[src/rtl/lvds_rx_word_aligner_if.sv]
// Bus between the LVDS word aligner and its environment (init sequencer, deserialiser).
// Optional status signals slip_count/retry_count exist only when ALIGN_STATUS_EN is defined.
interface lvds_rx_word_aligner_if #(
    parameter int unsigned DESER_FACTOR = 10
`ifdef ALIGN_STATUS_EN
    , parameter int unsigned MAX_RETRY = 3
`endif
);
    logic                    init_done;
    logic [DESER_FACTOR-1:0] rx_data;
    logic                    rx_bitslip;
    logic                    aligned;
    logic                    align_fail;
    logic                    interface_rst;
`ifdef ALIGN_STATUS_EN
    localparam int unsigned SLIP_W  = $clog2(DESER_FACTOR + 1);
    localparam int unsigned RETRY_W = (MAX_RETRY > 0) ? $clog2(MAX_RETRY + 1) : 1;
    logic [SLIP_W-1:0]       slip_count;
    logic [RETRY_W-1:0]      retry_count;
`endif

    modport master (
        output init_done, rx_data,
        input  rx_bitslip, aligned, align_fail, interface_rst
`ifdef ALIGN_STATUS_EN
        , input slip_count, retry_count
`endif
    );

    modport slave (
        input  init_done, rx_data,
        output rx_bitslip, aligned, align_fail, interface_rst
`ifdef ALIGN_STATUS_EN
        , output slip_count, retry_count
`endif
    );
endinterface

[src/rtl/lvds_rx_word_aligner.sv]
// Word-aligns deserialised LVDS data to a training word by bitslipping, with interface re-init retries.
// Define ALIGN_STATUS_EN to expose slip_count/retry_count on the bus.
module lvds_rx_word_aligner #(
    parameter int unsigned            DESER_FACTOR  = 10,
    parameter logic [DESER_FACTOR-1:0] TRAIN_PATTERN = 10'h3E0,
    parameter int unsigned            SLIP_SETTLE   = 4,
    parameter int unsigned            MATCH_COUNT   = 16,
    parameter int unsigned            MAX_RETRY     = 3
) (
    input logic                   clk,
    input logic                   srst,
    lvds_rx_word_aligner_if.slave bus
);
    localparam int unsigned SLIP_W   = $clog2(DESER_FACTOR + 1);
    localparam int unsigned SETTLE_W = $clog2(SLIP_SETTLE + 1);
    localparam int unsigned MATCH_W  = $clog2(MATCH_COUNT + 1);
    localparam int unsigned RETRY_W  = (MAX_RETRY > 0) ? $clog2(MAX_RETRY + 1) : 1;

    localparam logic [SLIP_W-1:0]   SLIP_LAST   = SLIP_W'(DESER_FACTOR - 1);
    localparam logic [SETTLE_W-1:0] SETTLE_LOAD = SETTLE_W'(SLIP_SETTLE);
    localparam logic [MATCH_W-1:0]  MATCH_LAST  = MATCH_W'(MATCH_COUNT - 1);
    localparam logic [RETRY_W-1:0]  RETRY_MAX   = RETRY_W'(MAX_RETRY);

    typedef enum logic [2:0] {
        IDLE,
        SETTLE,
        CHECK,
        SLIP,
        ALIGNED,
        RETRY,
        FAIL
    } state_t;

    state_t              state, state_n;
    logic [SETTLE_W-1:0] settle_cnt, settle_n;
    logic [SLIP_W-1:0]   slip_cnt, slip_n;
    logic [MATCH_W-1:0]  match_cnt, match_n;
    logic [RETRY_W-1:0]  retry_cnt, retry_n;

    logic                rx_bitslip_q;
    logic                aligned_q;
    logic                fail_q;
    logic                interface_rst_q;
    logic                pattern_hit;
    logic                retry_left;

    assign pattern_hit = (bus.rx_data == TRAIN_PATTERN);
    assign retry_left  = (retry_cnt < RETRY_MAX);

    always_ff @(posedge clk) begin
        if (srst) begin
            state           <= IDLE;
            settle_cnt      <= '0;
            slip_cnt        <= '0;
            match_cnt       <= '0;
            retry_cnt       <= '0;
            rx_bitslip_q    <= 1'b0;
            aligned_q       <= 1'b0;
            fail_q          <= 1'b0;
            interface_rst_q <= 1'b0;
        end else begin
            state           <= state_n;
            settle_cnt      <= settle_n;
            slip_cnt        <= slip_n;
            match_cnt       <= match_n;
            retry_cnt       <= retry_n;
            // Outputs are registered images of the current state, one cycle behind it.
            rx_bitslip_q    <= (state == SLIP);
            aligned_q       <= (state == ALIGNED);
            fail_q          <= (state == FAIL);
            interface_rst_q <= (state == RETRY) && retry_left;
        end
    end

    always_comb begin
        state_n  = state;
        settle_n = settle_cnt;
        slip_n   = slip_cnt;
        match_n  = match_cnt;
        retry_n  = retry_cnt;
        unique case (state)
            IDLE: begin
                if (bus.init_done) begin
                    state_n  = SETTLE;
                    settle_n = SETTLE_LOAD;
                    slip_n   = '0;
                end
            end
            SETTLE: begin
                if (settle_cnt == SETTLE_W'(1)) begin
                    state_n = CHECK;
                    match_n = '0;
                end else begin
                    settle_n = settle_cnt - SETTLE_W'(1);
                end
            end
            CHECK: begin
                if (pattern_hit) begin
                    match_n = match_cnt + MATCH_W'(1);
                    if (match_cnt == MATCH_LAST) begin
                        state_n = ALIGNED;
                        retry_n = '0;
                    end
                end else begin
                    match_n = '0;
                    state_n = (slip_cnt < SLIP_LAST) ? SLIP : RETRY;
                end
            end
            SLIP: begin
                slip_n   = slip_cnt + SLIP_W'(1);
                settle_n = SETTLE_LOAD;
                state_n  = SETTLE;
            end
            RETRY: begin
                if (retry_left) begin
                    retry_n = retry_cnt + RETRY_W'(1);
                    state_n = IDLE;
                end else begin
                    state_n = FAIL;
                end
            end
            ALIGNED: begin
                if (bus.init_done) begin
                    state_n  = SETTLE;
                    settle_n = SETTLE_LOAD;
                    slip_n   = '0;
                end
            end
            FAIL: begin
                if (bus.init_done) begin
                    state_n  = SETTLE;
                    settle_n = SETTLE_LOAD;
                    slip_n   = '0;
                    retry_n  = '0;
                end
            end
            default: state_n = IDLE;
        endcase
    end

    assign bus.rx_bitslip    = rx_bitslip_q;
    assign bus.aligned       = aligned_q;
    assign bus.align_fail    = fail_q;
    assign bus.interface_rst = interface_rst_q;
`ifdef ALIGN_STATUS_EN
    assign bus.slip_count    = slip_cnt;
    assign bus.retry_count   = retry_cnt;
`endif

    assert property (@(posedge clk) disable iff (srst) !(aligned_q && fail_q));
    assert property (@(posedge clk) disable iff (srst) rx_bitslip_q |=> !rx_bitslip_q);
    assert property (@(posedge clk) disable iff (srst) !(interface_rst_q && aligned_q));
endmodule

[src/flat_wrapper.sv]
// flat-port wrapper written by rule: the top's interface ports become plain ports
module lvds_rx_word_aligner_flat 
#(
    parameter int unsigned            DESER_FACTOR  = 10,
    parameter logic [DESER_FACTOR-1:0] TRAIN_PATTERN = 10'h3E0,
    parameter int unsigned            SLIP_SETTLE   = 4,
    parameter int unsigned            MATCH_COUNT   = 16,
    parameter int unsigned            MAX_RETRY     = 3
)
  (clk, srst, bus_init_done, bus_rx_data, bus_rx_bitslip, bus_aligned, bus_align_fail, bus_interface_rst);
  lvds_rx_word_aligner_if #(.DESER_FACTOR(DESER_FACTOR)) bus_i ();
  input logic clk;
  input logic srst;
  input wire logic [$bits(bus_i.init_done)-1:0] bus_init_done;
  input wire logic [$bits(bus_i.rx_data)-1:0] bus_rx_data;
  output wire logic [$bits(bus_i.rx_bitslip)-1:0] bus_rx_bitslip;
  output wire logic [$bits(bus_i.aligned)-1:0] bus_aligned;
  output wire logic [$bits(bus_i.align_fail)-1:0] bus_align_fail;
  output wire logic [$bits(bus_i.interface_rst)-1:0] bus_interface_rst;
  assign bus_i.init_done = bus_init_done;
  assign bus_i.rx_data = bus_rx_data;
  assign bus_rx_bitslip = bus_i.rx_bitslip;
  assign bus_aligned = bus_i.aligned;
  assign bus_align_fail = bus_i.align_fail;
  assign bus_interface_rst = bus_i.interface_rst;
  lvds_rx_word_aligner #(.DESER_FACTOR(DESER_FACTOR), .TRAIN_PATTERN(TRAIN_PATTERN), .SLIP_SETTLE(SLIP_SETTLE), .MATCH_COUNT(MATCH_COUNT), .MAX_RETRY(MAX_RETRY)) u_core (.clk(clk), .srst(srst), .bus(bus_i));
endmodule
[config.mk]
export PLATFORM = sky130hd
export DESIGN_NAME = lvds_rx_word_aligner_flat
export DESIGN_NICKNAME = d
export VERILOG_FILES = /design/src/rtl/lvds_rx_word_aligner_if.sv /design/src/rtl/lvds_rx_word_aligner.sv /design/src/flat_wrapper.sv
export SDC_FILE = /design/constraint.sdc
export NUM_CORES = 1
export LEC_CHECK = 0
export BUFFER_PORTS_ARGS = -buffer_cell sky130_fd_sc_hd__buf_2
export CAP_MARGIN = 25
export CORE_MARGIN = 1
export CORE_UTILIZATION = 30
export CTS_BUF_LIST = sky130_fd_sc_hd__clkbuf_4 sky130_fd_sc_hd__clkbuf_8
export DETAILED_ROUTE_END_ITERATION = 6
export PLACE_DENSITY_LB_ADDON = 0.08
export SLEW_MARGIN = 25
export SYNTH_ARGS = -nofsm -noshare
export SYNTH_HDL_FRONTEND = slang
export SYNTH_SLANG_ARGS = --single-unit
export TNS_END_PERCENT = 10
[constraint.sdc]
create_clock -name clk -period 3.97 [get_ports clk]
set_input_delay 0.397 -clock clk [delete_from_list [all_inputs] [get_ports clk]]
set_output_delay 0.397 -clock clk [all_outputs]
set_load 0.03 [all_outputs]
==> results.md, run 1 <==
- Slew headroom: 59.2%
- Register area share after synthesis: 34.6%
- Gr ovfl total: 0
- Final Util: 36.4%
- GRT Resource Usage Total: 15.0%
- Clock sinks: 21
- Die X: 65.6 um
- Share of the synthesized area in the top cell type: 34.6%
- Most common cell in the synthesized netlist: dfxtp_1
- Post-synth top area cell: dfxtp_1
- Layout overhead on the synthesized area: 13.0%
- Asr flop ratio synth: 0%
- # setup viols final: 0
- Worst Slack Setup Final: 1.87 ns
- Initial DRC Count: 35
- Min cycle time layout: 2.10 ns
- Status: complete, no violations
- CTS tree: yes
- Yosys cell types: 44
- Critical Path End Type: flop
- Post-CTS Setup Bufs: 0
- Logic pwr share: 23.6%
- Initial DRT Pass Iterations: 6
- Fmax: 0.475 GHz
- Dominant cells by area after synthesis: dfxtp_1 35%, ha_1 7.2%, inv_1 4.6%
- CP Max Fanout: 13
- # IOs: 17
- RSZ-0062 raised after global routing: no
- Detailed Place HPWL: 1.99 mm
- Synthesized net count: 164
- Setup TNS: 0 ns
- Max VDD drop: 0.122 mV
- Clock share of power: 28.5%
- PortBufs: 16
- Post-CTS Resized: 0
- Share of cells above drive strength 1: 17.2%
- Pleak: 0.000543 uW
- Final antenna-violating net count: 0
- Core Area: 3770 um2
- Worst R2R Setup Slack: 1.87 ns
- PwrDens: 373 nW/um2
- Root buf cell: clkbuf_8
- Fin crit share: 53.0%
- H-tree depth: 1
- Residual DRC: 0
- # diodes: 0
- Maximum clock insertion buffer count: 2
- Number of global-route vias before repair: 1,114
- Ys Warns: 0
- Num CTS Buffers: 3
- Place WS: 1.82 ns
- Routed len/inst: 13.4 um
- Internal power: 347 uW
- Ys flop type: dfxtp_1
- Largest net degree at the start of global routing: 19
- Final hold slack: 0.455 ns
- Final Non-Filler Cells: 205
- HP Class: reg -> reg
- Vias per std cell: 5.18
- Layout Skew: 0.00204 ns
- Sw Share: 32.3%
- Worst Path Required: 4.13 ns
- Routability cong.: 0.772
- # rows: 22
- Worst r2r path cells: 4
- EDFF count, synth: 0
- Post-synthesis cell area: 1210 um2
- CTS clock-pin slew for the worst setup and hold paths: 0.08 ns
- Max cap viols: 0
- Die height: 65.6 um
- WP data arrival: 2.26 ns
- Starting Density: 32.2%
- Worst Tran Pin Value: 0.612 ns
- WL final: 2.75 mm
- Die area: 4300 um2
- Worst r2r dst: u_core.state[1]
- Final net count: 178
- Yosys reg bits: 21
- Placed insts: 201
- Worst r2r src: u_core.state[1]
- Sw power: 165 uW
- Final Hold Viols: 0
- Vias: 1,062
- First-pass GRT wire length: 4.86 mm
- Gate Count Post-Synth: 144
- CP Class: reg -> reg
- Fin. max-slew vios: 0
- Hold_buf cts: 0
- Initial antenna violation count: 0
- Startpoint types: flop
- CP Launch Point: u_core.state[1]
- Register share of total power: 47.9%
- Synth cell count leaders: 21 x dfxtp_1, 15 x inv_1, 14 x nand2_1
- Worst-skew pair later-pin latency: 0.26 ns
- Synthesized area per cell: 8.43 um2
- Crit path to: u_core.state[1]
-- power by group through the flow --
stage	clock [uW]	combinational [uW]	sequential (uW)
2_1_floorplan	0	108	234
3_3_place_gp	0	121	250
3_5_place_dp	0	121	250
4_1_cts	153	121	245
5_1_grt	165	138	248
6_report	146	121	245
-- cells in the final DEF, fill, tap and decap left out, drive strengths merged, types with 3 or more instances in the layout --
master / n
a21oi: 7
a31oi: 3
buf: 16
clkbuf: 3
dfxtp: 21
ha: 7
inv: 15
mux2i: 4
nand2: 14
nand2b: 3
nand3: 3
nor2: 11
nor3: 8
o32ai: 3
-- critical path, stage by stage (launching register included) --
cell,delay (ns)
dfxtp_1,0.56
or3b_4,0.45
nor4_4,0.59
a2111oi_2,0.17
a32o_1,0.23
-- cells by family after synthesis --
group / share of synthesized area [%]
compound gates: 20.3
xor+xnor: 0.722
fa+ha+maj: 7.22
buf+inv: 7.01
flops: 34.6
mux: 3.30
simple gates: 26.8
-- metrics by stage --
stage / total power (uW) / area [um2]
global route: 551 / 1370
floorplan: 342 / 1210
global placement: 371 / 1330
finish: 512 / 1370
CTS: 519 / 1370
detailed placement: 371 / 1330
-- per-layer routing --
| metal | vias up | wire length [um] | track usage (%) | part of all wire [%] |
|---|---|---|---|---|
| li1 | 547 | - | - | - |
| met1 | 484 | 1260 | 17.1 | 46 |
| met2 | 27 | 1330 | 25.0 | 48 |
| met3 | 4 | 116 | 3.47 | 4.2 |
| met4 | 0 | 48 | 9.51 | 1.7 |
| met5 | - | 0 | 0 | 0 |
-- registers in the layout, summed over array words and instances, names as in the netlist --
signal                    count
u_core.bus.aligned            1
u_core.match_cnt              5
u_core.bus.rx_bitslip         1
u_core.slip_cnt               4
u_core.retry_cnt              2
u_core.bus.interface_rst      1
u_core.bus.align_fail         1
u_core.settle_cnt             3
u_core.state                  3
-- how the worst min path moves through the flow --
| stage | startpoint | to | slack, ns | depth (start not counted) |
|---|---|---|---|---|
| finish | u_core.settle_cnt[1] | u_core.settle_cnt[1] | 0.46 | 2 |
| global route | u_core.settle_cnt[1] | u_core.settle_cnt[1] | 0.50 | 2 |
| CTS | u_core.settle_cnt[1] | u_core.settle_cnt[1] | 0.46 | 2 |
| detailed placement | u_core.settle_cnt[1] | u_core.settle_cnt[1] | 0.45 | 2 |
| global placement | u_core.settle_cnt[1] | u_core.settle_cnt[1] | 0.45 | 2 |
| floorplan | u_core.settle_cnt[1] | u_core.settle_cnt[1] | 0.43 | 2 |
-- cell type report --
type                    instances  area (um2)
inverters                      15        56.3
repair buffers                 16        80.1
multi-input cells             101         708
fillers                       377        2400
clock inverters                 1        5.00
well taps                      48        60.1
clock buffers                   3        41.3
flip-flops and latches         21         420
(Power assumes the default switching activity.)
==> run 2, diff against run 1 <==
- clock period: 3.97 -> 1.94 ns (I/O delays scaled with it)
==> run 2 against run 1 <==
  * Hold slack got worse by 0.15 ns
  * Highest routed layer unchanged
  * Core utilization rose by 1.9 points
  * Clock power rose by 110%
  * Sequential power rose by 94%
  * Worst setup slack got worse by 1.8 ns
  * Combinational power rose to 2.6 times the previous value
  * Total power rose by 110%
  * Largest power group unchanged
  * Die area did not move
  * Count of clock-buffer cells in the layout rose by 1
  * Final cell count rose by 3.4%
  * Flip-flop and latch count did not move
==> results.md, run 2 (synthesis results as in run 1) <==
- Die area: 4300 um2 (unchanged)
- Finished Cell Area: 1440 um2 (was 1370 um2)
- GRT Resource Usage Total: 14.6% (was 15.0%)
- Fillers: 396 (was 377)
- Slew headroom: 69.7% (was 59.2%)
- CP Max Fanout: 3 (was 13)
- WL final: 2.81 mm (was 2.75 mm)
- CTS tree: yes (unchanged)
- Initial DRC Count: 31 (was 35)
- Starting Density: 32.2% (unchanged)
- Final net count: 185 (was 178)
- Maximum clock insertion buffer count: 2 (unchanged)
- Critical Path End Type: flop (unchanged)
- Gr ovfl total: 0 (unchanged)
- Final antenna-violating net count: 0 (unchanged)
- Vias: 1,094 (was 1,062)
- CP Class: reg -> reg (unchanged)
- Layout overhead on the synthesized area: 18.8% (was 13.0%)
- Worst-skew pair later-pin latency: 0.26 ns (about the same)
- Max cap viols: 0 (unchanged)
- Core Area: 3770 um2 (unchanged)
- Final Hold Viols: 0 (unchanged)
- Initial antenna violation count: 0 (unchanged)
- Commonest non-fill, non-tap cells in the layout: 21 x dfxtp_1, 16 x buf_2, 15 x inv_1 (unchanged)
- Logic pwr share: 29.0% (was 23.6%)
- # diodes: 0 (unchanged)
- # IOs: 17 (unchanged)
- Sw Share: 30.7% (was 32.3%)
- First-pass GRT wire length: 4.89 mm (was 4.86 mm)
- Largest net degree at the start of global routing: 19 (unchanged)
- Hold Path Origin: bus_init_done (was u_core.settle_cnt[1])
- Detailed Place HPWL: 2.13 mm (was 1.99 mm)
- PwrDens: 762 nW/um2 (was 373 nW/um2)
- Fin. max-slew vios: 0 (unchanged)
- H-tree depth: 1 (unchanged)
- Hold_buf cts: 0 (unchanged)
- Final Non-Filler Cells: 212 (was 205)
- Register share of total power: 43.3% (was 47.9%)
- Residual DRC: 0 (unchanged)
- Vias per std cell: 5.16 (was 5.18)
- Pleak: 0.000584 uW (was 0.000543 uW)
- CTS clock-pin slew for the worst setup and hold paths: 0.08 ns (about the same)
- Num CTS Buffers: 3 (unchanged)
- Cell Area, Placed: 1380 um2 (was 1330 um2)
- Clock sinks: 21 (unchanged)
- # rows: 22 (unchanged)
- Placed insts: 208 (was 201)
- Worst Path Required: 2.10 ns (was 4.13 ns)
- Internal power: 761 uW (was 347 uW)
- Die height: 65.6 um (unchanged)
- Post-CTS Resized: 0 (unchanged)
- Number of global-route vias before repair: 1,109 (was 1,114)
- Hold Path End: u_core.settle_cnt[2] (was u_core.settle_cnt[1])
- Layout Skew: 0.00171 ns (was 0.00204 ns)
- Sw power: 338 uW (was 165 uW)
- Fmax: 0.534 GHz (was 0.475 GHz)
- PortBufs: 16 (unchanged)
- Worst r2r src: u_core.settle_cnt[1] (was u_core.state[1])
- Initial DRT Pass Iterations: 4 (was 6)
- Fin crit share: 96.6% (was 53.0%)
- Max VDD drop: 0.345 mV (was 0.122 mV)
- Commonest non-fill, non-tap cell in the layout: dfxtp_1 (unchanged)
- Startpoint types: flop (unchanged)
- Root buf cell: clkbuf_8 (unchanged)
- Die X: 65.6 um (unchanged)
- Clock share of power: 27.8% (was 28.5%)
- Max FFs per register: 5 (unchanged)
- Share of cells above drive strength 1: 21.3% (was 17.2%)
- Final hold slack: 0.310 ns (was 0.455 ns)
- Reg with most FFs: u_core.match_cnt (unchanged)
- HP Class: in -> reg (was reg -> reg)
- Worst r2r dst: u_core.state[1] (unchanged)
- # setup viols final: 0 (unchanged)
- Hold depth: 3 (was 2)
- Sequential cell area: 420 um2 (unchanged)
- Status: complete, no violations (unchanged)
- Routed len/inst: 13.3 um (was 13.4 um)
- Min cycle time layout: 1.87 ns (was 2.10 ns)
- Worst R2R Setup Slack: 0.07 ns (was 1.87 ns)
- Post-CTS Setup Bufs: 0 (unchanged)
- Worst r2r path cells: 6 (was 4)
- Largest regs: u_core.match_cnt: 5 flops, u_core.slip_cnt: 4 flops (unchanged)
- Setup TNS: 0 ns (unchanged)
- Routability cong.: 0.779 (was 0.772)
- Worst Tran Pin Value: 0.451 ns (was 0.612 ns)
- RSZ-0062 raised after global routing: no (unchanged)
- Multi-input logic area: 723 um2 (was 708 um2)
- WP data arrival: 2.03 ns (was 2.26 ns)
[run 2: worst max path at each step]
stage	to	startpoint	slack, ns
global placement	u_core.state[2]	u_core.settle_cnt[1]	0.07
finish	u_core.state[1]	u_core.settle_cnt[1]	0.07
global route	u_core.state[1]	u_core.settle_cnt[1]	0.006
detailed placement	u_core.state[2]	u_core.settle_cnt[1]	0.02
CTS	u_core.state[2]	u_core.settle_cnt[1]	0.0005
floorplan	u_core.state[1]	u_core.settle_cnt[1]	0.10
[run 2: power groups by stage]
stage                     Sequential, uW  Clock, uW  Combinational (uW)
final                                475        305                 318
after global routing                 480        343                 355
after CTS                            476        321                 310
after detailed placement             486          0                 308
after global placement               485          0                 305
after floorplan                      479          0                 221
[run 2: metal layers]
| layer | part of all wire (%) | track usage [%] |
|---|---|---|
| met2 | 46 | 24.7 |
| met1 | 49 | 18.8 |
| met3 | 3.6 | 2.08 |
| met5 | 0 | 0 |
| met4 | 0.57 | 4.89 |
[run 2: worst max-delay path: stages, from the launching register on]
cell     delay (ns)
dfxtp_1        0.32
inv_1          0.07
ha_1           0.16
or3b_2         0.48
and4_4         0.23
a211o_1        0.27
a32o_1         0.25
[run 2: through the flow]
stage                     setup WS [ns]  utilization (%)  power (uW)
after CTS                      0.000507             37.8        1110
after detailed placement         0.0232             36.5         794
final                            0.0669             38.2        1100
after global placement           0.0673             36.5         790
after floorplan                   0.103                -         700
after global routing            0.00557             38.2        1180
[run 2: area by class of cell]
type	instances	share of cell area, %
Multi-Input combinational cell	101	50.2
Clock buffer	4	3.39
Timing Repair Buffer	23	9.20
Inverter	15	3.91
Sequential cell	21	29.2
Tap cell	48	4.17
